File: src/rtl/calc_sequencer_if.sv
// Keypad/entry/ALU signal bundle for the calculator sequencer.
// master = sequencer side, slave = entry block / ALU / display side.
interface calc_sequencer_if;
  logic [3:0]  key;
  logic        key_valid;
  logic [15:0] num_o;
  logic [15:0] num_A;
  logic        a_strobe;
  logic [15:0] num_B;
  logic        b_strobe;
  logic        alu_done;
  logic [31:0] alu_result;
  logic [15:0] op_a;
  logic [15:0] op_b;
  logic        alu_start;
  logic        alu_abort;
  logic        busy;
  logic        result_valid;
  logic        error;
  logic [31:0] disp_val;

  modport master (
    input  key, key_valid, num_o, num_A, a_strobe, num_B, b_strobe,
           alu_done, alu_result,
    output op_a, op_b, alu_start, alu_abort, busy, result_valid, error,
           disp_val
  );

  modport slave (
    output key, key_valid, num_o, num_A, a_strobe, num_B, b_strobe,
           alu_done, alu_result,
    input  op_a, op_b, alu_start, alu_abort, busy, result_valid, error,
           disp_val
  );
endinterface

File: src/rtl/calc_sequencer.sv
// Calculator operand capture / ALU issue / result display sequencer.
// state | meaning: IDLE wait A | WAIT_B wait B | ISSUE start pulse | WAIT_DONE watchdog | SHOW result | ERROR timeout
module calc_sequencer #(
  parameter int         TIMEOUT   = 64,
  parameter logic [3:0] CLEAR_KEY = 4'b1010,
  parameter logic [3:0] ENTER_KEY = 4'b1011
) (
  input logic               clk,
  input logic               rst,
  calc_sequencer_if.master  bus
);

  localparam int CNT_W = $clog2(TIMEOUT) + 1;

  typedef enum logic [2:0] {
    IDLE      = 3'd0,
    WAIT_B    = 3'd1,
    ISSUE     = 3'd2,
    WAIT_DONE = 3'd3,
    SHOW      = 3'd4,
    ERROR     = 3'd5
  } state_t;

  state_t           state_q, state_d;
  logic [15:0]      op_a_q, op_a_d;
  logic [15:0]      op_b_q, op_b_d;
  logic [31:0]      res_q, res_d;
  logic [CNT_W-1:0] cnt_q, cnt_d;
  logic             abort_q, abort_d;

  logic clear_key, enter_key;
  assign clear_key = bus.key_valid && (bus.key == CLEAR_KEY);
  assign enter_key = bus.key_valid && (bus.key == ENTER_KEY);

  always_ff @(posedge clk) begin
    if (rst) begin
      state_q <= IDLE;
      op_a_q  <= '0;
      op_b_q  <= '0;
      res_q   <= '0;
      cnt_q   <= '0;
      abort_q <= 1'b0;
    end else begin
      state_q <= state_d;
      op_a_q  <= op_a_d;
      op_b_q  <= op_b_d;
      res_q   <= res_d;
      cnt_q   <= cnt_d;
      abort_q <= abort_d;
    end
  end

  always_comb begin
    state_d = state_q;
    op_a_d  = op_a_q;
    op_b_d  = op_b_q;
    res_d   = res_q;
    cnt_d   = cnt_q;
    abort_d = 1'b0;
    if (clear_key) begin
      // Clear beats every other event; the ALU only needs an abort if it was started.
      state_d = IDLE;
      op_a_d  = '0;
      op_b_d  = '0;
      res_d   = '0;
      abort_d = (state_q == ISSUE) || (state_q == WAIT_DONE);
    end else begin
      case (state_q)
        IDLE: begin
          if (bus.a_strobe) begin
            op_a_d  = bus.num_A;
            state_d = WAIT_B;
          end
        end
        WAIT_B: begin
          if (bus.b_strobe) begin
            op_b_d  = bus.num_B;
            state_d = ISSUE;
          end
        end
        ISSUE: begin
          cnt_d   = '0;
          state_d = WAIT_DONE;
        end
        WAIT_DONE: begin
          if (bus.alu_done) begin
            res_d   = bus.alu_result;
            state_d = SHOW;
          end else if (cnt_q == CNT_W'(TIMEOUT - 1)) begin
            state_d = ERROR;
          end else begin
            cnt_d = cnt_q + CNT_W'(1);
          end
        end
        SHOW, ERROR: begin
          if (enter_key) state_d = IDLE;
        end
        default: state_d = IDLE;
      endcase
    end
  end

  always_comb begin
    bus.op_a         = op_a_q;
    bus.op_b         = op_b_q;
    bus.alu_abort    = abort_q;
    bus.alu_start    = (state_q == ISSUE);
    bus.busy         = (state_q == ISSUE) || (state_q == WAIT_DONE);
    bus.result_valid = (state_q == SHOW);
    bus.error        = (state_q == ERROR);
    case (state_q)
      IDLE, WAIT_B:     bus.disp_val = {16'h0, bus.num_o};
      SHOW:             bus.disp_val = res_q;
      ERROR:            bus.disp_val = 32'hFFFF_FFFF;
      default:          bus.disp_val = 32'h0;
    endcase
  end

endmodule

File: src/flat_wrapper.sv
// flat-port wrapper written by rule: the top's interface ports become plain ports
module calc_sequencer_flat 
#(
  parameter int         TIMEOUT   = 64,
  parameter logic [3:0] CLEAR_KEY = 4'b1010,
  parameter logic [3:0] ENTER_KEY = 4'b1011
)
  (clk, rst, bus_key, bus_key_valid, bus_num_o, bus_num_A, bus_a_strobe, bus_num_B, bus_b_strobe, bus_alu_done, bus_alu_result, bus_op_a, bus_op_b, bus_alu_start, bus_alu_abort, bus_busy, bus_result_valid, bus_error, bus_disp_val);
  calc_sequencer_if bus_i ();
  input logic clk;
  input logic rst;
  input wire logic [$bits(bus_i.key)-1:0] bus_key;
  input wire logic [$bits(bus_i.key_valid)-1:0] bus_key_valid;
  input wire logic [$bits(bus_i.num_o)-1:0] bus_num_o;
  input wire logic [$bits(bus_i.num_A)-1:0] bus_num_A;
  input wire logic [$bits(bus_i.a_strobe)-1:0] bus_a_strobe;
  input wire logic [$bits(bus_i.num_B)-1:0] bus_num_B;
  input wire logic [$bits(bus_i.b_strobe)-1:0] bus_b_strobe;
  input wire logic [$bits(bus_i.alu_done)-1:0] bus_alu_done;
  input wire logic [$bits(bus_i.alu_result)-1:0] bus_alu_result;
  output wire logic [$bits(bus_i.op_a)-1:0] bus_op_a;
  output wire logic [$bits(bus_i.op_b)-1:0] bus_op_b;
  output wire logic [$bits(bus_i.alu_start)-1:0] bus_alu_start;
  output wire logic [$bits(bus_i.alu_abort)-1:0] bus_alu_abort;
  output wire logic [$bits(bus_i.busy)-1:0] bus_busy;
  output wire logic [$bits(bus_i.result_valid)-1:0] bus_result_valid;
  output wire logic [$bits(bus_i.error)-1:0] bus_error;
  output wire logic [$bits(bus_i.disp_val)-1:0] bus_disp_val;
  assign bus_i.key = bus_key;
  assign bus_i.key_valid = bus_key_valid;
  assign bus_i.num_o = bus_num_o;
  assign bus_i.num_A = bus_num_A;
  assign bus_i.a_strobe = bus_a_strobe;
  assign bus_i.num_B = bus_num_B;
  assign bus_i.b_strobe = bus_b_strobe;
  assign bus_i.alu_done = bus_alu_done;
  assign bus_i.alu_result = bus_alu_result;
  assign bus_op_a = bus_i.op_a;
  assign bus_op_b = bus_i.op_b;
  assign bus_alu_start = bus_i.alu_start;
  assign bus_alu_abort = bus_i.alu_abort;
  assign bus_busy = bus_i.busy;
  assign bus_result_valid = bus_i.result_valid;
  assign bus_error = bus_i.error;
  assign bus_disp_val = bus_i.disp_val;
  calc_sequencer #(.TIMEOUT(TIMEOUT), .CLEAR_KEY(CLEAR_KEY), .ENTER_KEY(ENTER_KEY)) u_core (.clk(clk), .rst(rst), .bus(bus_i));
endmodule
File: config.mk
export PLATFORM = sky130hd
export DESIGN_NAME = calc_sequencer_flat
export DESIGN_NICKNAME = d
export VERILOG_FILES = /design/src/rtl/calc_sequencer_if.sv /design/src/rtl/calc_sequencer.sv /design/src/flat_wrapper.sv
export SDC_FILE = /design/constraint.sdc
export NUM_CORES = 1
export LEC_CHECK = 0
export CAP_MARGIN = 0
export CORE_AREA = 3 3 85 87
export DETAILED_ROUTE_END_ITERATION = 12
export DIE_AREA = 0 0 88 90
export DONT_BUFFER_PORTS = 1
export PLACE_DENSITY_LB_ADDON = 0.15
export SYNTH_ARGS = -nofsm -noshare
export SYNTH_HDL_FRONTEND = slang
export SYNTH_SLANG_ARGS = --single-unit
File: constraint.sdc
create_clock -name clk -period 2.1 [get_ports clk]
set_clock_uncertainty 0.2 [all_clocks]
set_input_delay 0.525 -clock clk [delete_from_list [all_inputs] [get_ports clk]]
set_output_delay 0.525 -clock clk [all_outputs]
set_load 0.01 [all_outputs]
## Word-level counts from Yosys, hierarchy flattened

Index checks and enable logic that the tools add are counted.
W data, S select, Z words.

| storage, ports and cells | value |
|---|---|
| flip-flop bits (word level) | 75 |
| input bits | 90 |
| output and inout bits | 69 |
| logic and storage cells | 46 |

| cells by class | value |
|---|---|
| add/subtract/negate cells | 1 |
| equal/unequal tests | 14 |
| mux-type cells | 10 |
| bitwise operators | 1 |
| reductions and logical operators | 14 |

Operators with widths:

| operator | number |
|---|---|
| $pmux W32 S3 | 1 |
| $mux W3 | 5 |
| $pmux W3 S5 | 1 |
| $mux W7 | 2 |
| $pmux W7 S2 | 1 |
| $eq A4 B4 Y1 const B | 2 |
| $ne A2 B2 Y1 const B | 4 |
| $reduce_and A4 Y1 | 2 |
| $reduce_or A2 Y1 | 4 |
| $add A7 B1 Y7 const B | 1 |
| $eq A7 B6 Y1 const B | 1 |
| $eq A3 B2 Y1 const B | 2 |
| $eq A3 B3 Y1 const B | 2 |
| $reduce_and A2 Y1 | 3 |
| $eq A3 B1 Y1 const B | 1 |
| $logic_not A3 Y1 | 1 |
| $ne A3 B3 Y1 const B | 1 |
| $logic_and A1 B1 Y1 | 2 |
| $ne A2 B1 Y1 const B | 1 |
| $reduce_bool A2 Y1 | 1 |
| $logic_or A1 B1 Y1 | 1 |
| $not A1 Y1 | 1 |

## Longest topological paths before layout

Gate-level depths: netlist of run 1.

| logic depth | value |
|---|---|
| depth after elaboration | 4 |
| gate-level depth with buffers | 7 |
| mapped depth without buffers | 5 |

## Least setup slack after synthesis of run 1

OpenSTA, ideal clock, no wires.

| timing | value |
|---|---|
| path kind | flip-flop to output port |
| start | reg u_core.state_q[0] |
| end | out bus_disp_val[13] |
| arrival | 1.397 ns |
| data required time | 1.375 ns |
| slack | -0.022 ns |
| cell stages (with the launch flop) | 5 |
| buffers on the path | 2 |
| path through | dfxtp_1 -> clkbuf_1 -> clkbuf_1 -> nor2_1 -> a211oi_1 |

| between the ends | value |
|---|---|
| cells in the longest elaborated chain, start to end | 3 |
| elaborated cells on any way between the ends | 6 |
| those cells by class | eq/ne (3); mux (1); reduce/logical (2) |

Ends and longest elaborated chain:

| element | RTL line | RTL |
|---|---|---|
| start: declaration | calc_sequencer.sv:24 | `state_t state_q, state_d;` |
| start signal: assignment | calc_sequencer.sv:44 | `state_q <= state_d;` |
| $eq A3 B1 Y1 or $logic_not A3 Y1 (tied branches) | calc_sequencer.sv:111 | `case (state_q)` |
| $reduce_or A2 Y1 | calc_sequencer.sv:111 |  |
| $pmux W32 S3 * | calc_sequencer.sv:111 |  |
| end: declaration | flat_wrapper.sv:28 | `output wire logic [$bits(bus_i.disp_val)-1:0] bus_disp_val;` |

Every way passes the cells marked *; elsewhere a longest branch is shown, timed or not.

## Final worst setup path of run 1

| timing | value |
|---|---|
| start | reg u_core.state_q[2] |
| end | out bus_disp_val[30] |

The elaborated chain is that of the path after synthesis.

==> run metrics, run 1 <==
outcome=complete, no violations; Initial Utilization=0.502; final setup fails=0; Critical Path Slowest Stage Cell=dfxtp_4; Worst Hold Class=in2reg; core area=around 0.0064 sq mm; share of layout cells above drive strength 1=0.139; worst-path fanout max=18; port buffer count=0; Required @ worst endpoint=approximately 1400 ps; critical path arrival=1310 ps; initial antenna violation count=0; leakage=1.31 nW; clk buf depth=2; Pre-Repair DR Iteration Count=4; Via Count=2,992; Die Area=0.00792 sq mm; synth unique cells=39; Clock H-tree levels=3; Worst setup SP type=flop; share of power burned in registers=0.465; Switching Share=0.320; GRT overflow=0; critical path type=reg2out; NetSw=0.00110 W; Routed Antenna Nets=0; Power Total=0.00345 W; Ant. Diodes=0; Rows=29; clock share of power=0.314; Worst path max stage delay=390 ps; placed cells=approximately 520; period utilization=0.968; Fin. Hold Viols=0; post-route cell area=between 0.003 and 0.004 sq mm; worst-path cell chain=buf_8 -> nand2b_1 -> buf_6 -> nor2_1; Initial DRC Count=about 110; Die Span Y=approximately 90 um; Fill cells=around 620; Placer Congestion=about 0.81; drt via density=between 5 and 6; Mapped Nets=roughly 540; CTS buffer count=9; final wirelength=~8600 um; Yosys warnings=0; PwrDens=roughly 930 mW/mm^2; f_max=0.492 GHz; dpl cell area=between 0.003 and 0.004 sq mm; Seq cells post-synth=75; largest net degree at the start of global routing=42; Area Growth Syn to Fin=15.5%; Root Buffer=clkbuf_8; Reg area=roughly 0.0015 sq mm; num ports=around 160; CTS tree=done; dpl hpwl=between 6000 and 7000 um; vias in the first global route=2,685; Clock Latency Late Sink=between 300 and 400 ps; worst rel slew slack=0.565; FFs w/ async S/R, synth=0; Die X=approximately 88 um; first-pass GRT wire length=13,400 um; Internal Power=approximately 0.0023 W; CTS Sinks=75; Mapped Area=between 0.003 and 0.004 sq mm; area of the multi-input gates=about 0.0016 sq mm; endpoint class of the critical path=output port; average routed wire per standard cell=between 15 and 20 um; Max Cap Viol=0; Max IR drop VDD=0.557 mV; register area share after synthesis=0.466; Syn Inst Count=around 450; total routing usage reported by global routing=0.210; Layout Utilization=0.580; measured slew at the worst slew-check pin=651 ps; Nets=about 550; # DRC=0; ys flop type=dfxtp_1; Slew Limit Fails=0; min cycle time layout=~2000 ps; Final Instance Count excl. Fillers=between 500 and 600; Gate power share=0.221; Post-synth EDFFs=0; clock transition at the registers of the reported paths=80 ps; Synth Area per Inst=about 7.2 sq um
## worst max-delay path, delay by kind of cell, from the launching register on
family | cells | cell delay, ps
flops | 1 | 390
simple gates | 2 | 300
buf+inv | 2 | 280
## worst paths after layout
check	start	to	slack [ps]	depth (start not counted)
worst max register to register	u_core.cnt_q[0]	u_core.cnt_q[3]	90	5
worst min-delay path	rst	u_core.cnt_q[5]	50	1
worst min register to register	u_core.res_q[14]	u_core.res_q[14]	260	2
worst max-delay path	u_core.state_q[2]	bus_disp_val[30]	70	4
## through the flow
stage                     TNS [ps]  worst slack (ps)  hold WS [ps]
after detailed placement         0              85.6           247
after global placement           0               152           242
final                            0              67.9          51.1
after CTS                        0              2.19          34.3
after floorplan                  0              19.8           237
after global routing         -39.8             -11.8          34.8
## routing by layer
metal / up-vias / part of all wire / global-route usage
met5: - / 0 / 0
met4: 0 / 0.011 / 0.0729
met3: 8 / 0.067 / 0.0494
met2: 97 / 0.50 / 0.334
met1: 1378 / 0.42 / 0.276
li1: 1509 / - / -
## kinds of logic (layout without fill, tap and decap cells)
| kind of cell | after synthesis | count (layout) | share of synthesized area |
|---|---|---|---|
| AOI/OAI and AO/OA | 103 | 103 | 0.181 |
| muxes | 1 | 1 | 0.00310 |
| adders and majority gates | 1 | 1 | 0.00388 |
| and+or+nand+nor | 228 | 228 | 0.302 |
| buffers and inverters | 37 | 52 | 0.0446 |
| DFF | 75 | 75 | 0.466 |
## power groups by stage
stage               clock (W)  combinational, W  sequential [W]
detailed placement          0          0.000727         0.00163
global placement            0          0.000716         0.00163
finish                0.00108          0.000761         0.00160
CTS                   0.00111          0.000741         0.00160
floorplan                   0          0.000519         0.00162
global route          0.00118          0.000846         0.00161
## timing repair
item / in CTS / in global routing
gates resized for setup: 6 / 10
pin swaps: 0 / 0
setup endpoints to repair: 32 / 35
buffers inserted: 1 / 1
hold buffers: 0 / 0
gates cloned: 0 / 1
## cell usage after synthesis, drive strengths merged (3+ instances only)
cell    instances  share of area
a211oi          3         0.0070
a21oi          67           0.10
a31oi           7          0.014
and3            3         0.0058
buf            10          0.013
clkbuf         24          0.028
dfxtp          75           0.47
inv             3         0.0035
nand2         137           0.16
nand2b          5          0.010
nand3           6         0.0093
nor2           58          0.068
nor4b           3          0.012
o22ai          14          0.027
or4             4         0.0093
## placed cells by master (no fill, tap or decap), drive strengths merged, types with 2 or more instances in the layout
cell type and n:
a211oi 3, a21o 2, a21oi 67, a2bb2oi 2
a31oi 7, and3 3, buf 32, clkbuf 11
clkinv 2, clkinvlp 2, dfxtp 75, inv 4
nand2 137, nand2b 5, nand3 6, nand4b 2
nor2 58, nor3 2, nor4b 3, o211ai 2
o21bai 2, o22ai 14, or4 4
## state kept, by name (all words and copies together), names as in the netlist
name / count
u_core.res_q: 32
u_core.bus.op_a: 16
u_core.bus.op_b: 16
u_core.cnt_q: 7
u_core.state_q: 3
u_core.bus.alu_abort: 1
## final cells by class
cell class,count,area share
multi-input combinational,333,0.436
sequential,75,0.405
timing repair buffer,33,0.0786
clock buffer,10,0.0343
tap,77,0.0259
clock inverter,6,0.0171
inverter,3,0.00302
Note: power is estimated with default switching activity, not from simulation.
==> run 2, diff against run 1 <==
--- a/config.mk
+++ b/config.mk
@@ -6,10 +6,14 @@
 export NUM_CORES = 1
 export LEC_CHECK = 0
 export CAP_MARGIN = 0
-export CORE_AREA = 3 3 85 87
+export CELL_PAD_IN_SITES_DETAIL_PLACEMENT = 0
+export CELL_PAD_IN_SITES_GLOBAL_PLACEMENT = 1
+export CORE_AREA = 3 3 97 99
+export CTS_CLUSTER_DIAMETER = 60
 export DETAILED_ROUTE_END_ITERATION = 12
-export DIE_AREA = 0 0 88 90
+export DIE_AREA = 0 0 100 102
 export DONT_BUFFER_PORTS = 1
+export HOLD_SLACK_MARGIN = 0.08
 export PLACE_DENSITY_LB_ADDON = 0.15
 export SYNTH_ARGS = -nofsm -noshare
 export SYNTH_HDL_FRONTEND = slang
==> run 2 against run 1 <==
Compared with the run above:
- cell area grew 7.2%
- wire length increased by 12%
- die area increased by 29%
- hold slack improved by 51 ps
- maximum frequency decreased by 1.2%
- combinational power rose by 13%
- clock power up 29%
- non-clock buffer count rose by 11
- total power up 12%
- via count grew 3.4%
- sequential power hardly changed
- clock-buffer cell count did not move
- largest power group unchanged
==> run metrics, run 2 (same netlist as run 1, synthesis figures left out) <==
Root Buffer=clkbuf_8; Clock Latency Late Sink=350 ps (+20 ps); CTS Sinks=75 (unchanged); measured slew at the worst slew-check pin=501 ps (-149 ps); Setup TNS=0 ps (unchanged); Placer Congestion=0.763 (-5.7%); share of layout cells above drive strength 1=0.166 (+0.0265); placed cells=556 (+7.1%); Initial Utilization=0.373 (-0.129); Max Cap Viol=0 (unchanged); endpoint class of the critical path=output port; CTS buffer count=9 (unchanged); port buffer count=0 (unchanged); worst flop-to-flop path endpoint=u_core.cnt_q[3]; Required @ worst endpoint=1370 ps (about the same); Routed met3 length=672 um (+17%); dpl hpwl=6370 um (+4.7%); Rows=34 (+17%); clk buf depth=2 (unchanged); final wirelength=9560 um (+12%); final setup fails=0 (unchanged); vias in the first global route=2,919 (+8.7%); Nets=557 (+2.0%); Endpoint, Worst Hold=u_core.res_q[25]; outcome=complete, no violations; Ant. Diodes=0 (unchanged); average routed wire per standard cell=16.5 um (+3.5%); Fill cells=904 (+46%); Worst setup SP type=flop; Slew Limit Fails=0 (unchanged); CTS tree=done; period utilization=0.979 (+0.0118); f_max=0.486 GHz (-1.2%); commonest non-fill, non-tap cells in the layout=136 x nand2_1, 71 x dfxtp_1, 67 x a21oi_1, 55 x nor2_1, 33 x buf_4; Area Growth Syn to Fin=23.8%; PwrDens=966 mW/mm^2 (+4.4%); Initial DRC Count=147 (+35%); Die Area=0.0102 sq mm (+29%); Die X=100 um (+14%); Fin Hold WS=102 ps (+51.4 ps); Max IR drop VDD=0.353 mV (-37%); first-pass GRT wire length=14,900 um (+11%); GRT overflow=0 (unchanged); Top Layer Used=met4; Pre-Repair DR Iteration Count=4 (unchanged); largest net degree at the start of global routing=38 (-9.5%); Min-Delay Startpoint=bus_alu_result[25]; Power Total=0.00386 W (+12%); hold path depth=2 (+1); Top Family by Delay on Critical Path=flip-flops; wl on met1=4020 um (+11%); Fin. Hold Viols=0 (unchanged); max reg flops=32 (unchanged); Reg-to-Reg Start=u_core.cnt_q[0]; largest register by flop count=u_core.res_q; metal2 WL=4770 um (+11%); core area=0.00864 sq mm (+34%); Routed Antenna Nets=0 (unchanged); worst-path fanout max=10 (-8); R2R depth=5 (unchanged); R2R Setup Slk=60 ps (-30 ps); WP buf/inv=2 (unchanged); # DRC=0 (unchanged); commonest non-fill, non-tap cell in the layout=nand2_1; drt via density=5.34 (-4.1%); leakage=1.42 nW (+8.7%); critical path type=reg2out; Crit path depth=4 (unchanged); Critical Path Slowest Stage Cell=dfxtp_4; Worst Hold Class=in2reg; num ports=159 (unchanged); initial antenna violation count=0 (unchanged); Final Instance Count excl. Fillers=579 (+7.8%); Die Span Y=102 um (+13%); worst-path cell chain=buf_12 -> nor2_1 -> a211oi_1 -> buf_4; Worst path max stage delay=390 ps (about the same); clock transition at the registers of the reported paths=90 ps (about the same); RSZ-0062 raised after global routing=no; total routing usage reported by global routing=0.182 (-0.0278); Via Count=3,093 (+3.4%); critical path arrival=1330 ps (+20 ps); min cycle time layout=2060 ps (+24.7 ps); Clock H-tree levels=3 (unchanged); worst rel slew slack=0.661 (+0.0962)
[run 2: changes by cell type in the layout (fill, tap and decap cells not counted), sizes merged]
| cell | delta |
|---|---|
| buf | +8 |
| bufbuf | +1 |
| bufinv | +2 |
| clkinv | -1 |
| clkinvlp | -1 |
| dlygate4sd3 | +2 |
[run 2: stage by stage]
stage          worst slack [ps]  instance area, sq um   util
2_1_floorplan              19.8                  3230      -
3_3_place_gp                134                  3580  0.414
3_5_place_dp               94.9                  3580  0.414
4_1_cts                    7.54                  3910  0.452
5_1_grt                   0.411                  3990  0.462
6_report                   43.2                  3990  0.462
[run 2: metal layers]
layer  track usage  vias up
li1              -     1537
met1         0.234     1446
met2         0.300      101
met3        0.0539        9
met4        0.0497        0
met5             0        -
[run 2: how the worst max path moves through the flow]
stage                      start          endpoint  slack [ps]
3_3_place_gp     u_core.cnt_q[0]   u_core.cnt_q[3]         130
4_1_cts        u_core.state_q[2]  bus_disp_val[14]           8
3_5_place_dp     u_core.cnt_q[0]   u_core.cnt_q[2]          90
2_1_floorplan  u_core.state_q[2]  bus_disp_val[13]          20
5_1_grt        u_core.state_q[0]   bus_disp_val[6]         0.4
6_report       u_core.state_q[0]  bus_disp_val[15]          40
[run 2: layout make-up]
type	instances	area [sq um]	area share
inverters	3	11.3	0.00282
repair buffers	44	457	0.114
multi-input cells	333	1630	0.407
well taps	108	135	0.0338
clock inverters	6	111	0.0279
flip-flops and latches	75	1510	0.379
clock buffers	10	138	0.0345
[run 2: timing repair]
| item | 4_1_cts | 5_1_grt |
|---|---|---|
| hold buffers | 2 | 0 |
| cloned | 1 | 1 |
| gates resized for setup | 10 | 12 |
| endpoints found under the setup margin | 29 | 17 |
| hold endpoints to repair | 8 | 0 |
| pin swaps | 0 | 3 |
| setup buffers | 0 | 3 |
[run 2: where the power goes]
group	total [W]	internal, W	switching, W
clock network	0.00139	0.000824	0.000564
registers	0.00161	0.00151	0.0000980
logic	0.000863	0.000370	0.000493
total	0.00386	0.00270	0.00116
